### src/rtl/modmul_rr_scheduler_if.sv
// Bus bundle between the modular-multiplier scheduler and its surroundings:
// requester ports, modulus configuration, multiplier datapath and responses.
interface modmul_rr_scheduler_if #(
  parameter int DATA_WIDTH = 8,
  parameter int NUM_REQ    = 4,
  parameter int ID_WIDTH   = $clog2(NUM_REQ)
);
  logic [NUM_REQ-1:0]            req_valid;
  logic [NUM_REQ-1:0]            req_ready;
  logic [NUM_REQ*DATA_WIDTH-1:0] req_a;
  logic [NUM_REQ*DATA_WIDTH-1:0] req_b;
  logic                          cfg_valid;
  logic                          cfg_ready;
  logic [DATA_WIDTH-1:0]         cfg_modulus;
  logic [DATA_WIDTH-1:0]         mul_a;
  logic [DATA_WIDTH-1:0]         mul_b;
  logic [DATA_WIDTH-1:0]         mul_modulus;
  logic [DATA_WIDTH-1:0]         mul_result;
  logic [NUM_REQ-1:0]            rsp_valid;
  logic [ID_WIDTH-1:0]           rsp_id;
  logic [DATA_WIDTH-1:0]         rsp_data;
  logic                          busy;

  // Environment side: requesters, configuration master and the multiplier.
  modport master (
    output req_valid, req_a, req_b, cfg_valid, cfg_modulus, mul_result,
    input  req_ready, cfg_ready, mul_a, mul_b, mul_modulus,
           rsp_valid, rsp_id, rsp_data, busy
  );

  // Scheduler side.
  modport slave (
    input  req_valid, req_a, req_b, cfg_valid, cfg_modulus, mul_result,
    output req_ready, cfg_ready, mul_a, mul_b, mul_modulus,
           rsp_valid, rsp_id, rsp_data, busy
  );
endinterface

### src/rtl/modmul_rr_scheduler.sv
// Round-robin scheduler sharing one pipelined Barrett multiplier among
// NUM_REQ requesters. Requester tags ride a shadow pipeline aligned with the
// multiplier result; modulus updates wait for the pipeline to drain.
module modmul_rr_scheduler #(
  parameter int DATA_WIDTH  = 8,
  parameter int NUM_REQ     = 4,
  parameter int MUL_LATENCY = 1,
  parameter int ID_WIDTH    = $clog2(NUM_REQ)
) (
  input logic                 clk,
  input logic                 rst,
  modmul_rr_scheduler_if.slave bus
);
  localparam int CNT_W = $clog2(MUL_LATENCY + 2) + 1;

  typedef enum logic [1:0] {RUN, DRAIN, LOAD} state_t;

  state_t                state_reg;
  state_t                state_next;
  logic [ID_WIDTH-1:0]   rr_ptr_reg;
  logic [DATA_WIDTH-1:0] mul_a_reg;
  logic [DATA_WIDTH-1:0] mul_b_reg;
  logic [DATA_WIDTH-1:0] modulus_reg;
  logic [CNT_W-1:0]      count_reg;
  logic                  tag_valid_reg [MUL_LATENCY+1];
  logic [ID_WIDTH-1:0]   tag_id_reg    [MUL_LATENCY+1];

  logic [DATA_WIDTH-1:0] a_slice [NUM_REQ];
  logic [DATA_WIDTH-1:0] b_slice [NUM_REQ];
  logic                  grant;
  logic [ID_WIDTH-1:0]   grant_id;
  logic [NUM_REQ-1:0]    grant_onehot;
  logic                  cfg_ready;
  logic                  head_valid;
  logic [ID_WIDTH-1:0]   head_id;

  // Per-requester operand slices and one-hot decodes.
  for (genvar gi = 0; gi < NUM_REQ; gi++) begin : g_req
    assign a_slice[gi]      = bus.req_a[gi*DATA_WIDTH +: DATA_WIDTH];
    assign b_slice[gi]      = bus.req_b[gi*DATA_WIDTH +: DATA_WIDTH];
    assign grant_onehot[gi] = grant && (grant_id == ID_WIDTH'(gi));
    assign bus.rsp_valid[gi] = head_valid && (head_id == ID_WIDTH'(gi));
  end

  // Round-robin search starting just after the last winner; grants only in RUN
  // and never in the cycle a modulus update is requested.
  always_comb begin
    int cand;
    grant    = 1'b0;
    grant_id = '0;
    cand     = 0;
    for (int k = 1; k <= NUM_REQ; k++) begin
      cand = int'(rr_ptr_reg) + k;
      if (cand >= NUM_REQ) cand = cand - NUM_REQ;
      if (!grant && bus.req_valid[ID_WIDTH'(cand)]) begin
        grant    = 1'b1;
        grant_id = ID_WIDTH'(cand);
      end
    end
    if (rst || (state_reg != RUN) || bus.cfg_valid) begin
      grant    = 1'b0;
      grant_id = '0;
    end
  end

  // Modulus-update sequencing: stop issuing, wait for drain, load for one cycle.
  always_comb begin
    state_next = state_reg;
    cfg_ready  = 1'b0;
    case (state_reg)
      RUN:   if (bus.cfg_valid) state_next = DRAIN;
      DRAIN: begin
        if (!bus.cfg_valid)           state_next = RUN;
        else if (count_reg == '0)     state_next = LOAD;
      end
      LOAD: begin
        cfg_ready  = 1'b1;
        state_next = RUN;
      end
      default: state_next = RUN;
    endcase
  end

  // FSM state register.
  always_ff @(posedge clk) begin
    if (rst) state_reg <= RUN;
    else     state_reg <= state_next;
  end

  // Arbitration pointer, issue registers and the modulus register.
  always_ff @(posedge clk) begin
    if (rst) begin
      rr_ptr_reg  <= ID_WIDTH'(NUM_REQ - 1);
      mul_a_reg   <= '0;
      mul_b_reg   <= '0;
      modulus_reg <= '0;
    end else begin
      if (grant) begin
        rr_ptr_reg <= grant_id;
        mul_a_reg  <= a_slice[grant_id];
        mul_b_reg  <= b_slice[grant_id];
      end
      if (cfg_ready) modulus_reg <= bus.cfg_modulus;
    end
  end

  // Tag shadow pipeline: stage 0 sits beside the issue register, the last
  // stage lines up with mul_result.
  always_ff @(posedge clk) begin
    if (rst) begin
      for (int s = 0; s <= MUL_LATENCY; s++) begin
        tag_valid_reg[s] <= 1'b0;
        tag_id_reg[s]    <= '0;
      end
    end else begin
      tag_valid_reg[0] <= grant;
      tag_id_reg[0]    <= grant_id;
      for (int s = MUL_LATENCY; s > 0; s--) begin
        tag_valid_reg[s] <= tag_valid_reg[s-1];
        tag_id_reg[s]    <= tag_id_reg[s-1];
      end
    end
  end

  // In-flight operation counter: up on grant, down on response.
  always_ff @(posedge clk) begin
    if (rst) begin
      count_reg <= '0;
    end else begin
      case ({grant, head_valid})
        2'b10:   count_reg <= count_reg + CNT_W'(1);
        2'b01:   count_reg <= count_reg - CNT_W'(1);
        default: count_reg <= count_reg;
      endcase
    end
  end

  assign head_valid      = tag_valid_reg[MUL_LATENCY];
  assign head_id         = tag_id_reg[MUL_LATENCY];
  assign bus.req_ready   = grant_onehot;
  assign bus.cfg_ready   = cfg_ready;
  assign bus.mul_a       = mul_a_reg;
  assign bus.mul_b       = mul_b_reg;
  assign bus.mul_modulus = modulus_reg;
  assign bus.rsp_id      = head_valid ? head_id : '0;
  assign bus.rsp_data    = head_valid ? bus.mul_result : '0;
  assign bus.busy        = (count_reg != '0);
endmodule

### src/flat_wrapper.sv
// flat-port wrapper written by rule: the top's interface ports become plain ports
module modmul_rr_scheduler_flat 
#(
  parameter int DATA_WIDTH  = 8,
  parameter int NUM_REQ     = 4,
  parameter int MUL_LATENCY = 1,
  parameter int ID_WIDTH    = $clog2(NUM_REQ)
)
  (clk, rst, bus_req_valid, bus_req_a, bus_req_b, bus_cfg_valid, bus_cfg_modulus, bus_mul_result, bus_req_ready, bus_cfg_ready, bus_mul_a, bus_mul_b, bus_mul_modulus, bus_rsp_valid, bus_rsp_id, bus_rsp_data, bus_busy);
  modmul_rr_scheduler_if #(.DATA_WIDTH(DATA_WIDTH), .NUM_REQ(NUM_REQ), .ID_WIDTH(ID_WIDTH)) bus_i ();
  input logic clk;
  input logic rst;
  input wire logic [$bits(bus_i.req_valid)-1:0] bus_req_valid;
  input wire logic [$bits(bus_i.req_a)-1:0] bus_req_a;
  input wire logic [$bits(bus_i.req_b)-1:0] bus_req_b;
  input wire logic [$bits(bus_i.cfg_valid)-1:0] bus_cfg_valid;
  input wire logic [$bits(bus_i.cfg_modulus)-1:0] bus_cfg_modulus;
  input wire logic [$bits(bus_i.mul_result)-1:0] bus_mul_result;
  output wire logic [$bits(bus_i.req_ready)-1:0] bus_req_ready;
  output wire logic [$bits(bus_i.cfg_ready)-1:0] bus_cfg_ready;
  output wire logic [$bits(bus_i.mul_a)-1:0] bus_mul_a;
  output wire logic [$bits(bus_i.mul_b)-1:0] bus_mul_b;
  output wire logic [$bits(bus_i.mul_modulus)-1:0] bus_mul_modulus;
  output wire logic [$bits(bus_i.rsp_valid)-1:0] bus_rsp_valid;
  output wire logic [$bits(bus_i.rsp_id)-1:0] bus_rsp_id;
  output wire logic [$bits(bus_i.rsp_data)-1:0] bus_rsp_data;
  output wire logic [$bits(bus_i.busy)-1:0] bus_busy;
  assign bus_i.req_valid = bus_req_valid;
  assign bus_i.req_a = bus_req_a;
  assign bus_i.req_b = bus_req_b;
  assign bus_i.cfg_valid = bus_cfg_valid;
  assign bus_i.cfg_modulus = bus_cfg_modulus;
  assign bus_i.mul_result = bus_mul_result;
  assign bus_req_ready = bus_i.req_ready;
  assign bus_cfg_ready = bus_i.cfg_ready;
  assign bus_mul_a = bus_i.mul_a;
  assign bus_mul_b = bus_i.mul_b;
  assign bus_mul_modulus = bus_i.mul_modulus;
  assign bus_rsp_valid = bus_i.rsp_valid;
  assign bus_rsp_id = bus_i.rsp_id;
  assign bus_rsp_data = bus_i.rsp_data;
  assign bus_busy = bus_i.busy;
  modmul_rr_scheduler #(.DATA_WIDTH(DATA_WIDTH), .NUM_REQ(NUM_REQ), .MUL_LATENCY(MUL_LATENCY), .ID_WIDTH(ID_WIDTH)) u_core (.clk(clk), .rst(rst), .bus(bus_i));
endmodule
### config.mk
export PLATFORM = sky130hd
export DESIGN_NAME = modmul_rr_scheduler_flat
export DESIGN_NICKNAME = d
export VERILOG_FILES = /design/src/rtl/modmul_rr_scheduler_if.sv /design/src/rtl/modmul_rr_scheduler.sv /design/src/flat_wrapper.sv
export SDC_FILE = /design/constraint.sdc
export NUM_CORES = 1
export LEC_CHECK = 0
export BUFFER_PORTS_ARGS = -buffer_cell sky130_fd_sc_hd__buf_2
export CORE_MARGIN = 2
export CORE_UTILIZATION = 39
export DETAILED_ROUTE_END_ITERATION = 7
export GPL_TIMING_DRIVEN = 0
export PLACE_DENSITY = 0.74
export SYNTH_ARGS = -nofsm -noshare
export SYNTH_HDL_FRONTEND = slang
export SYNTH_SLANG_ARGS = --single-unit
export TNS_END_PERCENT = 20
### constraint.sdc
create_clock -name clk -period 8.05 [get_ports clk]
set_input_delay 2.415 -clock clk [delete_from_list [all_inputs] [get_ports clk]]
set_output_delay 2.415 -clock clk [all_outputs]
set_load 0.01 [all_outputs]
== Yosys cells after proc, flatten, opt, wreduce, memory -nomap -nowiden ==
Memory sizes are Yosys's and may differ from the RTL's.
Cells that the tools add are included.
Word-level totals
  register bits: 31
  latch bits: 0
  RAM bits: 6
  bits in read-only memories: 0
  input bits: 87
  output and inout bits: 44
  logic and storage cells: 115
  memories: 2
Memory list
  u_core.tag_id_reg: words 2, bits a word 2, rd ports 2, clocked after memory_dff 0, write ports 2, line modmul_rr_scheduler.sv:26  | logic [ID_WIDTH-1:0] tag_id_reg [MUL_LATENCY+1];
  u_core.tag_valid_reg: words 2, bits a word 1, rd ports 2, clocked after memory_dff 0, write ports 2, line modmul_rr_scheduler.sv:25  | logic tag_valid_reg [MUL_LATENCY+1];
Operators by class
  add/sub/neg operators: 10
  multipliers: 0
  div/mod/pow operators: 0
  magnitude comparators: 9
  equality and inequality tests: 12
  shifts and indexed selects: 0
  muxes and demuxes: 47
  bitwise logic cells: 5
  reduce and logical (&&, ||, !) cells: 24
Operators by type and width (number)
  8-bit 2-to-1 mux: 5
  8-bit binary-select mux with 2-bit select: 2
  2-bit 2-to-1 mux: 15
  1-bit 2-to-1 mux: 19
  2-bit by 4-bit less-than comparator with 1-bit output (second input constant): 4
  2-bit == test (second input constant): 6
  3-bit >= comparator (second input constant): 4
  1-bit logical AND: 11
  1-bit binary-select mux with 2-bit select: 4
  2-bit by 1-bit == test with 1-bit output (second input constant): 4
  2-bit by 1-bit subtractor with 2-bit output (second input constant): 4
  2-bit by 2-bit adder with 3-bit output (second input constant): 2
  2-bit zero test: 3
  3-bit case mux with 2 select lines: 1
  2-bit by 3-bit adder with 4-bit output (second input constant): 1
  4-bit by 3-bit >= comparator with 1-bit output (second input constant): 1
  1-bit OR: 4
  2-bit case mux with 2 select lines: 1
  2-bit nonzero test: 2
  2-bit by 1-bit adder with 3-bit output (second input constant): 1
  3-bit by 1-bit adder with 3-bit output (second input constant): 1
  1-bit zero test: 3
  3-bit zero test: 1
  3-bit by 2-bit inequality test with 1-bit output (second input constant): 1
  6 further kinds: 7

== Longest topological paths before layout ==
  word-level depth: 21
  gate-level depth with buffers: 9
  depth with buffers taken out: 9

== Worst setup path before layout ==
No wires, ideal clock.
  path kind: input to output
  start: input port bus_req_valid[3]
  end: output port bus_req_ready[0]
  data arrival time: 3.558 ns
  data required time: 5.635 ns
  setup slack: 2.077 ns
  stages: 6
  buffers on the path: 1
  cell sequence: and2b_1 -> o21ai_2 -> nand3_2 -> buf_2 -> nand2_1 -> and2_1
Between the ends
  cells in the longest elaborated chain, start to end: 16
  elaborated cells on any way between the ends: 30
  classes of those cells: 22 x mux; 8 x reduce/logical
RTL lines
  from (decl): line flat_wrapper.sv:13  | input wire logic [$bits(bus_i.req_valid)-1:0] bus_req_valid;
  1-bit binary-select mux with 2-bit select: line modmul_rr_scheduler.sv:55  | if (!grant && bus.req_valid[ID_WIDTH'(cand)]) begin
  1-bit 2-to-1 mux (implied by the code) (2 in a row): line modmul_rr_scheduler.sv:55
  1-bit 2-to-1 mux: line modmul_rr_scheduler.sv:55
  1-bit zero test: line modmul_rr_scheduler.sv:55
  1-bit logical AND: line modmul_rr_scheduler.sv:55
  1-bit 2-to-1 mux: line modmul_rr_scheduler.sv:55
  1-bit zero test: line modmul_rr_scheduler.sv:55
  1-bit logical AND: line modmul_rr_scheduler.sv:55
  1-bit 2-to-1 mux: line modmul_rr_scheduler.sv:55
  1-bit zero test: line modmul_rr_scheduler.sv:55
  1-bit logical AND: line modmul_rr_scheduler.sv:55
  2-bit 2-to-1 mux: line modmul_rr_scheduler.sv:55
  2-bit 2-to-1 mux: line modmul_rr_scheduler.sv:60  | if (rst || (state_reg != RUN) || bus.cfg_valid) begin
  2-bit zero test: line modmul_rr_scheduler.sv:41  | assign grant_onehot[gi] = grant && (grant_id == ID_WIDTH'(gi));
  1-bit logical AND *: line modmul_rr_scheduler.sv:41
  to (decl): line flat_wrapper.sv:19  | output wire logic [$bits(bus_i.req_ready)-1:0] bus_req_ready;
Mark *: on every way between the ends. The rest lies on a longest branch, timed or not. The select of a mux whose other input is x is not followed.

== Worst setup path after layout ==
Same ends and word-level chain as after synthesis.

==> results.py <==
metrics = {
    "routing": {
        "drc": 0,
        "via_per_inst": 4.924,
        "wl_per_cell_um": 12.41,
        "ant_nets": 0,
        "drt_wl_total_mm": 5.536,
        "drt_first_pass_iters": 4,
        "vias": 2196,
        "first_iter_violations": 53,
    },
    "yosys": {
        "synth-async-reset-ratio_pct": 0,
        "ys_warn_count": 0,
        "netlist_instances": 238,
        "synth_area_sq_um": 2059,
        "synth.distinct_cells": 41,
        "synth_nets": 327,
        "ys_seq_area_share_pct": 35.97,
        "synth-seq-cells": 37,
        "ys.flop_type": "dfxtp_1",
        "avgSynthCellArea_sq_um": 8.653,
        "synth_edf_count": 0,
    },
    "clocking": {
        "clkLatencyLatePin_ns": 0.29,
        "cts_tree": "yes",
        "ctsRootBufferMaster": "clkbuf_8",
        "ctsHoldBuffers": 0,
        "clk_pin_slew_worst_paths_ns": 0.07,
        "clock-sinks": 37,
        "clockBufferDepth": 2,
        "cts.repair.resized": 0,
        "post_cts_buffers": 0,
        "cts_buffers": 5,
        "h-tree-depth": 2,
    },
    "setup_path": {
        "path_max_fanout": 10,
        "crit_top_cell": "buf_2",
        "crit_buf_inv": 3,
        "setup.worst_path.end_class": "primary output",
        "cp.arrival_ns": 4.10,
        "critPathTopFamily": "simple AND/OR/NAND/NOR gates",
        "startpoint": "bus_req_valid[3]",
        "crit_path_start_kind": "input pin",
        "required_ns": 5.64,
        "worst_r2r_startpoint": "u_core.state_reg[1]",
        "crit_chain": "buf_2 -> o21ai_1 -> nand3_2 -> buf_2 -> nand2_1 -> and2_1 -> buf_2",
        "cp_slowest_stage_delay_ns": 0.47,
        "critPathSlowestCell": "o21ai_1",
        "criticalPathCategory": "in2out",
    },
    "die": {
        "die_w_um": 76.67,
        "die_h_um": 76.67,
        "rows": 26,
        "coreArea_sq_um": 5107,
        "dieArea_sq_um": 5878,
        "start_util_pct": 40.32,
        "io-pin-count": 131,
    },
    "place": {
        "dp_hpwl_mm": 4.350,
        "gp_congestion": 0.8366,
        "port_buffers": 130,
        "placed_cells": 438,
    },
    "global_route": {
        "grt_pass1_vias": 1985,
        "antenna_found_initial": 0,
        "grt_pass1_wl_mm": 9.025,
        "grt-ovfl-total": 0,
        "grt_max_degree": 14,
        "grt_usage_pct": 18.78,
    },
    "final_layout": {
        "num_antenna_cells": 0,
        "fillers": 501,
        "synthToLayoutAreaGrowth_pct": 42.53,
        "drive_above_1_share_pct": 39.63,
        "finalNetCount": 464,
        "multi_input_area_sq_um": 1219,
        "final_core_util_pct": 57.47,
        "register_area_sq_um": 740.7,
        "stdcell_count": 446,
    },
    "timing": {
        "period_minus_slack_ns": 6.517,
        "period_share_pct": 80.95,
        "finalSetupViolCount": 0,
        "timing.slew.headroom_pct": 49.66,
        "max_freq_mhz": 153.5,
        "hold_violations": 0,
        "tns_ns": 0,
        "drv_slew": 0,
        "worst_pin_slew_ns": 0.7552,
        "rsz0062_at_grt": "no",
        "finClkSkew_ns": 0.006258,
    },
    "min_path": {
        "min_path_type": "reg2reg",
        "hp-start": "u_core.tag_id_reg[0][0]",
    },
    "power": {
        "leakagePower_nw": 1.418,
        "power.density_nw_per_um2": 181.3,
        "p_total_mw": 0.5322,
        "vdd_drop_max_mv": 0.1157,
    },
    "run": {
        "cap_violations": 0,
    },
    "status": {
        "outcome": "finished, final reports clean",
    },
}
==> synth_stat cells (all sizes together), types with 2 or more instances <==
cell type,number,area [sq um]
a221oi,6,52.55
a211oi,6,45.04
o21ai,15,78.83
o21a,2,15.01
nor2b,6,37.54
nand2,30,112.6
o211ai,10,75.07
nand3,2,15.01
xor2,2,17.52
dfxtp,37,740.7
o31a,10,87.58
clkbuf,8,30.03
a21oi,14,81.33
mux2i,16,160.2
and4,16,140.1
nor2,12,45.04
buf,6,40.03
nand2b,9,56.30
and2,11,68.82
inv,7,26.27
==> metrics by stage <==
| stage | setup WS, ns | hold slack [ns] | instance area [sq um] |
|---|---|---|---|
| floorplan | 2.077 | 0.4138 | 2059 |
| global placement | 1.546 | 0.4164 | 2798 |
| detailed placement | 1.544 | 0.4253 | 2798 |
| CTS | 1.539 | 0.4431 | 2935 |
| global route | 1.391 | 0.4599 | 2935 |
| finish | 1.533 | 0.4416 | 2935 |
==> where the power goes <==
| group | switching, mW | leakage, nW | internal, mW |
|---|---|---|---|
| Sequential | 0.00942 | 0.303 | 0.199 |
| Combinational | 0.0658 | 1.05 | 0.0622 |
| Clock | 0.0708 | 0.0687 | 0.125 |
==> final timing paths <==
| path | to | depth (start not counted) | slack, ns |
|---|---|---|---|
| setup reg to reg | u_core.count_reg[2] | 9 | 5.88 |
| hold reg to reg | u_core.tag_id_reg[0][2] | 1 | 0.44 |
| hold / removal | u_core.tag_id_reg[0][2] | 1 | 0.44 |
| setup / recovery | bus_req_ready[0] | 7 | 1.53 |
==> layout make-up <==
class                      instances  share of cell area [%]
clock buffer                       5                   2.344
sequential                        37                   25.23
tap                               70                   2.984
buffer                            14                   2.387
timing repair buffer             130                   22.17
clock inverter                     3                   2.344
inverter                           8                   1.023
multi-input combinational        179                   41.52
==> metal layers <==
layer | global-route usage, % | vias to the layer above | part of all wire, %
met2 | 31.93 | 99 | 46
li1 | - | 1137 | -
met1 | 23.68 | 954 | 44
met4 | 4.364 | 0 | 0.85
met5 | 0 | - | 0
met3 | 5.059 | 6 | 8.4
==> layout by cell type, fill, tap and decap left out, types with 8 or more instances in the layout <==
| master | instances |
|---|---|
| nand2_1 | 30 |
| o211ai_1 | 10 |
| a21oi_1 | 13 |
| buf_2 | 132 |
| o31a_1 | 10 |
| and4_1 | 16 |
| clkbuf_1 | 8 |
| nand2b_1 | 9 |
| o21ai_0 | 8 |
| mux2i_1 | 16 |
| and2_1 | 11 |
| nor2_1 | 12 |
| dfxtp_1 | 37 |
==> logic make-up (layout without fill, tap and decap cells) <==
kind of cell | count (synthesis) | count (layout) | synth area share, %
muxes | 16 | 16 | 7.776
AOI/OAI and AO/OA | 66 | 66 | 22.84
xor gates and xnor gates | 2 | 2 | 0.8507
buffers and inverters | 22 | 160 | 4.859
and+or+nand+nor | 93 | 93 | 26.12
DFF | 37 | 37 | 35.97
adders and majority gates | 2 | 2 | 1.580
(Power assumes the default switching activity.)
